**src/rtl/led_mode_ctrl.sv**
```systemverilog
// led_mode_ctrl: five-button LED bank controller.
// Debounced button events select one of four display modes (static, shift,
// blink, count) and the update rate. Define BTN_REPEAT_EN to make held
// btnL/btnR auto-repeat every REPEAT_CYCLES cycles.
// rst_n is expected to be released synchronously to clk by the board reset
// generator; assertion may be fully asynchronous.

// Per-button front end: synchroniser, saturating debounce counter, press pulse.
module led_btn_debounce #(
    parameter int DEBOUNCE_CYCLES = 10,
    parameter int REPEAT_CYCLES   = 50_000_000,
    parameter bit REPEAT          = 1'b0
) (
    input  logic clk,
    input  logic rst_n,
    input  logic btn,
    output logic press
);
    localparam int CW = $clog2(DEBOUNCE_CYCLES + 1);
    localparam int RW = $clog2(REPEAT_CYCLES + 1);
    localparam logic [CW-1:0] CNT_MAX  = CW'(DEBOUNCE_CYCLES);
    localparam logic [CW-1:0] CNT_FIRE = CW'(DEBOUNCE_CYCLES - 1);
    localparam logic [RW-1:0] REP_LAST = RW'(REPEAT_CYCLES - 1);

    logic [1:0]    sync_q;
    logic          armed_q;
    logic [CW-1:0] cnt_q;
    logic [RW-1:0] rep_q;
    logic          sync;
    logic          held;
    logic          first_fire;
    logic          rep_fire;

    assign sync       = sync_q[1];
    assign held       = sync && (cnt_q == CNT_MAX);
    assign first_fire = sync && armed_q && (cnt_q == CNT_FIRE);
    assign rep_fire   = REPEAT && held && (rep_q == REP_LAST);

    // Two-flop synchroniser; resets to "pressed" so a button held through
    // reset reads high until it is actually released.
    always_ff @(posedge clk or negedge rst_n) begin
        if (!rst_n) sync_q <= 2'b11;
        else        sync_q <= {sync_q[0], btn};
    end

    // Counting is only enabled once the button has been seen released.
    always_ff @(posedge clk or negedge rst_n) begin
        if (!rst_n)     armed_q <= 1'b0;
        else if (!sync) armed_q <= 1'b1;
    end

    // Saturating debounce counter, cleared whenever the input reads low.
    always_ff @(posedge clk or negedge rst_n) begin
        if (!rst_n)                 cnt_q <= '0;
        else if (!sync || !armed_q) cnt_q <= '0;
        else if (cnt_q != CNT_MAX)  cnt_q <= cnt_q + CW'(1);
    end

    // Auto-repeat timer runs only while saturated and restarts on each pulse.
    always_ff @(posedge clk or negedge rst_n) begin
        if (!rst_n)                         rep_q <= '0;
        else if (!REPEAT || !held || rep_fire) rep_q <= '0;
        else                                rep_q <= rep_q + RW'(1);
    end

    // One-cycle registered press pulse.
    always_ff @(posedge clk or negedge rst_n) begin
        if (!rst_n) press <= 1'b0;
        else        press <= first_fire || rep_fire;
    end
endmodule

module led_mode_ctrl #(
    parameter int LED_W           = 8,
    parameter int DEBOUNCE_CYCLES = 10,
    parameter int TICK_DIV        = 100_000_000,
    parameter int REPEAT_CYCLES   = 50_000_000
) (
    input  logic             clk,
    input  logic             rst_n,
    input  logic             btnC,
    input  logic             btnU,
    input  logic             btnD,
    input  logic             btnL,
    input  logic             btnR,
    output logic [LED_W-1:0] led,
    output logic [1:0]       mode
);
    localparam int NUM_BTN = 5;
    localparam int PW      = $clog2(TICK_DIV);

    // Button index order: {R, L, D, U, C}; only L and R may auto-repeat.
`ifdef BTN_REPEAT_EN
    localparam logic [NUM_BTN-1:0] REPEAT_MASK = 5'b11000;
`else
    localparam logic [NUM_BTN-1:0] REPEAT_MASK = 5'b00000;
`endif

    typedef enum logic [1:0] {M_STATIC, M_SHIFT, M_BLINK, M_COUNT} mode_t;

    logic [NUM_BTN-1:0] btn_raw;
    logic [NUM_BTN-1:0] press;
    logic ev_c, ev_u, ev_d, ev_l, ev_r;

    mode_t            mode_q, mode_d;
    logic [LED_W-1:0] pattern_q, pattern_d;
    logic [LED_W-1:0] count_q, count_d;
    logic [1:0]       speed_q, speed_d;
    logic             dir_q, dir_d;        // 0 = left, 1 = right
    logic             blink_q, blink_d;
    logic [PW-1:0]    presc_q, presc_d;
    logic             upd_q, upd_d;        // state changed: reload led next edge
    logic [PW-1:0]    presc_last;
    logic             tick;
    logic [LED_W-1:0] rot_l, rot_r, led_mux;

    assign btn_raw = {btnR, btnL, btnD, btnU, btnC};
    assign {ev_r, ev_l, ev_d, ev_u, ev_c} = press;

    for (genvar i = 0; i < NUM_BTN; i++) begin : g_btn
        led_btn_debounce #(
            .DEBOUNCE_CYCLES (DEBOUNCE_CYCLES),
            .REPEAT_CYCLES   (REPEAT_CYCLES),
            .REPEAT          (REPEAT_MASK[i])
        ) u_db (
            .clk   (clk),
            .rst_n (rst_n),
            .btn   (btn_raw[i]),
            .press (press[i])
        );
    end

    assign presc_last = PW'((TICK_DIV >> speed_q) - 1);
    assign tick       = (presc_q == presc_last);
    assign rot_l      = {pattern_q[LED_W-2:0], pattern_q[LED_W-1]};
    assign rot_r      = {pattern_q[0], pattern_q[LED_W-1:1]};
    assign mode       = mode_q;

    // State register for mode, display state, speed and prescaler.
    always_ff @(posedge clk or negedge rst_n) begin
        if (!rst_n) begin
            mode_q    <= M_STATIC;
            pattern_q <= LED_W'(1);
            count_q   <= '0;
            speed_q   <= '0;
            dir_q     <= 1'b0;
            blink_q   <= 1'b0;
            presc_q   <= '0;
            upd_q     <= 1'b0;
        end else begin
            mode_q    <= mode_d;
            pattern_q <= pattern_d;
            count_q   <= count_d;
            speed_q   <= speed_d;
            dir_q     <= dir_d;
            blink_q   <= blink_d;
            presc_q   <= presc_d;
            upd_q     <= upd_d;
        end
    end

    // Next state: one prioritised button event per cycle, else a tick action.
    always_comb begin
        mode_d    = mode_q;
        pattern_d = pattern_q;
        count_d   = count_q;
        speed_d   = speed_q;
        dir_d     = dir_q;
        blink_d   = blink_q;
        presc_d   = tick ? '0 : presc_q + PW'(1);
        upd_d     = 1'b0;
        if (ev_c) begin
            mode_d  = mode_t'(mode_q + 2'd1);
            presc_d = '0;
            blink_d = 1'b0;
            upd_d   = 1'b1;
        end else if (ev_u || ev_d) begin
            upd_d = 1'b1;
            if (ev_u && !ev_d && speed_q != 2'd3) begin
                speed_d = speed_q + 2'd1;
                presc_d = '0;
            end else if (ev_d && !ev_u && speed_q != 2'd0) begin
                speed_d = speed_q - 2'd1;
                presc_d = '0;
            end
        end else if (ev_l || ev_r) begin
            // Simultaneous L and R: L takes precedence where both act.
            upd_d = 1'b1;
            case (mode_q)
                M_STATIC: pattern_d = ev_l ? rot_l : (pattern_q ^ LED_W'(1));
                M_SHIFT:  dir_d     = ev_l ? 1'b0 : 1'b1;
                M_COUNT:  if (ev_r) count_d = '0;
                default:  ;
            endcase
        end else if (tick) begin
            case (mode_q)
                M_SHIFT: begin
                    pattern_d = dir_q ? rot_r : rot_l;
                    upd_d     = 1'b1;
                end
                M_BLINK: begin
                    blink_d = ~blink_q;
                    upd_d   = 1'b1;
                end
                M_COUNT: begin
                    count_d = count_q + LED_W'(1);
                    upd_d   = 1'b1;
                end
                default: ;
            endcase
        end
    end

    // Display source for the current mode.
    always_comb begin
        led_mux = pattern_q;
        case (mode_q)
            M_BLINK: led_mux = blink_q ? '0 : pattern_q;
            M_COUNT: led_mux = count_q;
            default: ;
        endcase
    end

    // LED register reloads one edge after any state update.
    always_ff @(posedge clk or negedge rst_n) begin
        if (!rst_n)     led <= '0;
        else if (upd_q) led <= led_mux;
    end
endmodule

```
**config.mk**
```make
export PLATFORM = sky130hd
export DESIGN_NAME = led_mode_ctrl
export DESIGN_NICKNAME = d
export VERILOG_FILES = /design/src/rtl/led_mode_ctrl.sv
export SDC_FILE = /design/constraint.sdc
export NUM_CORES = 1
export LEC_CHECK = 0
export BUFFER_PORTS_ARGS = -buffer_cell sky130_fd_sc_hd__clkbuf_2
export CAP_MARGIN = 10
export CORE_MARGIN = 5
export CORE_UTILIZATION = 35
export DETAILED_ROUTE_END_ITERATION = 7
export SETUP_SLACK_MARGIN = 0.02
export SLEW_MARGIN = 40
export SYNTH_ARGS = -nofsm -noshare
export SYNTH_HDL_FRONTEND = slang
export SYNTH_SLANG_ARGS = --single-unit
export TNS_END_PERCENT = 1
```
**constraint.sdc**
```tcl
create_clock -name clk -period 8.35 [get_ports clk]
set_clock_uncertainty 0.05 [all_clocks]
set_input_delay 0.835 -clock clk [delete_from_list [all_inputs] [get_ports clk]]
set_output_delay 0.835 -clock clk [all_outputs]
set_load 0.03 [all_outputs]
```
==> flow_summary.toml <==
[worst_setup_path]
critical_path.endpoint_type = "register"
critical_path_peak_fanout = 26
rr_worst_depth = 8
r2r_end = "presc_q[15]"
timing.critical_path.required_ps = 8510
worst_ep_arrival_time_ps = 3430
startpoint = "speed_q[0]"
crit_type = "reg2reg"
worst-r2r-setup-slack_ps = 5080
worst_r2r_startpoint = "speed_q[0]"
cp_launch_type = "register"
critical_path_destination = "presc_q[15]"

[synth]
ys_warn_count = 0
syn_avg_cell_area_um2 = 9.736
synth_flop_cell = "sky130_fd_sc_hd__dfrtp_1"
async_flop_share = 1.000
count_of_flip_flops_with_a_built_in_enable_after_synthesis = 0
postSynthNetCount = 542
syn-cell-area_mm2 = 0.004995
synthesis.instances = 513
seq_area_frac_synth = 0.4937
ys_ff_latch = 98
synth_cell_type_count = 52

[clock_tree]
post_cts_resized = 0
post-cts-setup-buffers = 0
cts_tree = "done"
numCtsBuffers = 9
cts.sink_count = 98
clk_root_buffer_cell = "sky130_fd_sc_hd__clkbuf_16"
clk_pin_slew_ps = 60
maximum_clock_insertion_buffer_count = 2
holdBufCountCts = 0
clkLatencyLatePin_ps = 350
clock_tree.htree_level_count = 3

[grt]
grt_use_total = 0.1239
initial_antenna_violation_count = 0
global_route_wire_length_before_repair_um = 16790
first_global_vias = 3587
pin_count_of_the_biggest_net_entering_global_routing = 80
grt.overflow.total = 0

[floorplan]
initial_utilization = 0.3584
chipWidth_um = 129.5
rows = 43
boundaryPins = 17
die_height_um = 129.5
core_area_mm2 = 0.01393
fp.dieArea_mm2 = 0.01676

[drt]
met3_routed_wirelength_um = 289
wl_met1_um = 4426
routed.top_layer = "met4"
routed_wire_length_per_instance_um = 13.33
dr.pass1.iters = 4
wirelength_um = 9421
via_per_inst = 5.054
detailedRoute.firstIterationViolations = 132
routed-via-count = 3573
route.detailed.drc = 0
antenna_violating_nets_post_route = 0
detailroute.wirelength.met2_um = 4486

[layout]
final-instance-count-excl-fill = 707
insertedDiodeCount = 0
layout-area-overhead-vs-synth_pct = 10.82
num-nets-final = 551
fin_util = 0.3972
final_layout_size_suffix_gt1_frac = 0.1101

[power]
post-layout-total-power_mw = 1.042
powerDensity_mw_per_mm2 = 188.2
leakagePower_nw = 2.414
worst_ir_drop_vdd_v = 0.0001140

[placement]
place_congestion = 0.7970
detailed_place_hpwl_um = 6542
dp.cells = 690
placement.io_buffers = 16

[timing]
worst_slew_pin_slew_ps = 668.3
number_of_pins_exceeding_their_max_slew_limit_in_the_final_report = 0
fmaxAchievable_ghz = 0.3062
post-route-min-period_ps = 3265
report.final.hold_viol_count = 0
final-setup-viol-count = 0
totalNegativeSetupSlack_ps = 0
timing.slew.headroom = 0.5417
setup_repair_after_global_routing_missed_its_margin = "false"
hold_slack_ps = 303.8
timing.final.crit_share = 0.3911

[hold_path]
hp-class = "in2async"

[flow_run]
max-cap-violations = 0

[outcome]
status = "finished, final reports clean"
## stage by stage
step,instance area (um2),setup WS [ps]
detailed placement,5225,4790
finish,5535,5085
global route,5535,4749
global placement,5221,4930
CTS,5505,4767
floorplan,4995,5501
## critical path: stages (launching register included)
cell	delay, ps
sky130_fd_sc_hd__dfrtp_1	670
sky130_fd_sc_hd__nand2_1	190
sky130_fd_sc_hd__ha_1	350
sky130_fd_sc_hd__xnor2_1	130
sky130_fd_sc_hd__nor4_1	240
sky130_fd_sc_hd__nand2_1	80
sky130_fd_sc_hd__or4_1	790
sky130_fd_sc_hd__nand2_2	510
sky130_fd_sc_hd__nor2_1	120
## Yosys cell counts (2+ instances only)
cell	instances	area (um2)
sky130_fd_sc_hd__clkbuf_1	13	48.80
sky130_fd_sc_hd__a21oi_1	20	100.1
sky130_fd_sc_hd__nand4b_1	4	35.03
sky130_fd_sc_hd__and2_1	2	12.51
sky130_fd_sc_hd__xnor2_1	23	201.4
sky130_fd_sc_hd__and4_1	2	17.52
sky130_fd_sc_hd__nand2_1	47	176.4
sky130_fd_sc_hd__a31oi_1	6	37.54
sky130_fd_sc_hd__nor4_1	5	31.28
sky130_fd_sc_hd__or4_1	6	45.04
sky130_fd_sc_hd__ha_1	22	275.3
sky130_fd_sc_hd__and3_1	3	18.77
sky130_fd_sc_hd__a211o_1	2	17.52
sky130_fd_sc_hd__o31ai_1	3	22.52
sky130_fd_sc_hd__mux2_2	8	90.09
sky130_fd_sc_hd__o21ai_0	13	65.06
sky130_fd_sc_hd__dfstp_2	11	289.0
sky130_fd_sc_hd__mux2i_1	6	60.06
sky130_fd_sc_hd__nor3_1	11	55.05
sky130_fd_sc_hd__nor2b_1	11	68.82
sky130_fd_sc_hd__nand4_1	2	12.51
sky130_fd_sc_hd__nand2b_1	9	56.30
sky130_fd_sc_hd__nand3_1	23	115.1
sky130_fd_sc_hd__nor2_1	76	285.3
sky130_fd_sc_hd__inv_1	24	90.09
sky130_fd_sc_hd__a32o_1	5	50.05
sky130_fd_sc_hd__dfrtp_1	87	2177
sky130_fd_sc_hd__a211oi_1	9	67.56
sky130_fd_sc_hd__or2_2	2	12.51
sky130_fd_sc_hd__a22oi_1	10	75.07
sky130_fd_sc_hd__buf_2	5	25.02
sky130_fd_sc_hd__a2bb2oi_1	2	17.52
sky130_fd_sc_hd__o211ai_1	7	52.55
sky130_fd_sc_hd__xor2_1	16	140.1
## layout make-up
type                       instances  area [um2]
inverter                          25       93.84
timing repair buffer              18       121.4
tap                              180       225.2
clock inverter                     6       41.29
multi-input combinational        370        2349
clock buffer                      10       239.0
sequential                        98        2466
fill                            1338        8399
## placed cells by master (no fill, tap or decap), types with 2 or more instances in the layout
master                      synthesis  routed
sky130_fd_sc_hd__dfrtp_1           87      87
sky130_fd_sc_hd__nor2_1            76      76
sky130_fd_sc_hd__nand2_1           47      46
sky130_fd_sc_hd__inv_1             24      24
sky130_fd_sc_hd__nand3_1           23      23
sky130_fd_sc_hd__xnor2_1           23      23
sky130_fd_sc_hd__ha_1              22      22
sky130_fd_sc_hd__a21oi_1           20      20
sky130_fd_sc_hd__xor2_1            16      16
sky130_fd_sc_hd__clkbuf_2           0      15
sky130_fd_sc_hd__o21ai_0           13      13
sky130_fd_sc_hd__nor3_1            11      11
sky130_fd_sc_hd__nor2b_1           11      11
sky130_fd_sc_hd__dfstp_2           11      11
sky130_fd_sc_hd__a22oi_1           10      10
sky130_fd_sc_hd__a211oi_1           9       9
sky130_fd_sc_hd__nand2b_1           9       9
sky130_fd_sc_hd__clkbuf_16          0       9
sky130_fd_sc_hd__mux2_2             8       8
sky130_fd_sc_hd__o211ai_1           7       7
sky130_fd_sc_hd__a31oi_1            6       6
sky130_fd_sc_hd__mux2i_1            6       6
sky130_fd_sc_hd__or4_1              6       6
sky130_fd_sc_hd__nor4_1             5       5
sky130_fd_sc_hd__a32o_1             5       5
sky130_fd_sc_hd__nand4b_1           4       4
sky130_fd_sc_hd__and3_1             3       3
sky130_fd_sc_hd__o31ai_1            3       3
sky130_fd_sc_hd__clkinv_2           0       3
sky130_fd_sc_hd__and4_1             2       2
sky130_fd_sc_hd__nand4_1            2       2
sky130_fd_sc_hd__or2_2              2       2
sky130_fd_sc_hd__and2_1             2       2
sky130_fd_sc_hd__a211o_1            2       2
sky130_fd_sc_hd__a2bb2oi_1          2       2
sky130_fd_sc_hd__clkinv_4           0       2
## state kept, by name, summed over array words and instances (netlist names)
signal,cells
presc_q,27
g_btn.u_db.cnt_q,20
g_btn.u_db.sync_q,10
count_q,8
led,8
pattern_q,8
g_btn.u_db.armed_q,5
g_btn.u_db.press,5
mode,2
speed_q,2
blink_q,1
dir_q,1
upd_q,1
## worst min path at each step
stage,from,end,slack (ps),cells after the start
after floorplan,g_btn[0].u_db.sync_q[0],g_btn[0].u_db.sync_q[1],300,0
after global placement,g_btn[2].u_db.sync_q[0],g_btn[2].u_db.sync_q[1],300,0
after detailed placement,g_btn[3].u_db.sync_q[0],g_btn[3].u_db.sync_q[1],300,0
after CTS,rst_n,g_btn[1].u_db.armed_q,300,1
after global routing,g_btn[3].u_db.sync_q[0],g_btn[3].u_db.sync_q[1],310,0
final,rst_n,g_btn[1].u_db.armed_q,300,1
## cell families (layout without fill, tap and decap cells)
| family | Yosys count | after routing | synth area share |
|---|---|---|---|
| simple gates | 207 | 207 | 0.1961 |
| flops | 98 | 98 | 0.4937 |
| xor+xnor | 39 | 39 | 0.06839 |
| fa+ha+maj | 22 | 22 | 0.05511 |
| buf+inv | 45 | 59 | 0.03657 |
| compound gates | 88 | 88 | 0.1200 |
| mux | 14 | 14 | 0.03006 |
## where the power goes
group	switching (mW)	internal, mW
logic	0.0645	0.0431
registers	0.0352	0.509
clock network	0.179	0.210
total	0.279	0.763
## layer usage
layer | vias to the layer above | global-route usage
li1 | 1793 | -
met2 | 47 | 0.2018
met4 | 0 | 0.06479
met3 | 12 | 0.02432
met1 | 1721 | 0.1563
met5 | - | 0
Power figures use the tool's default switching activity.
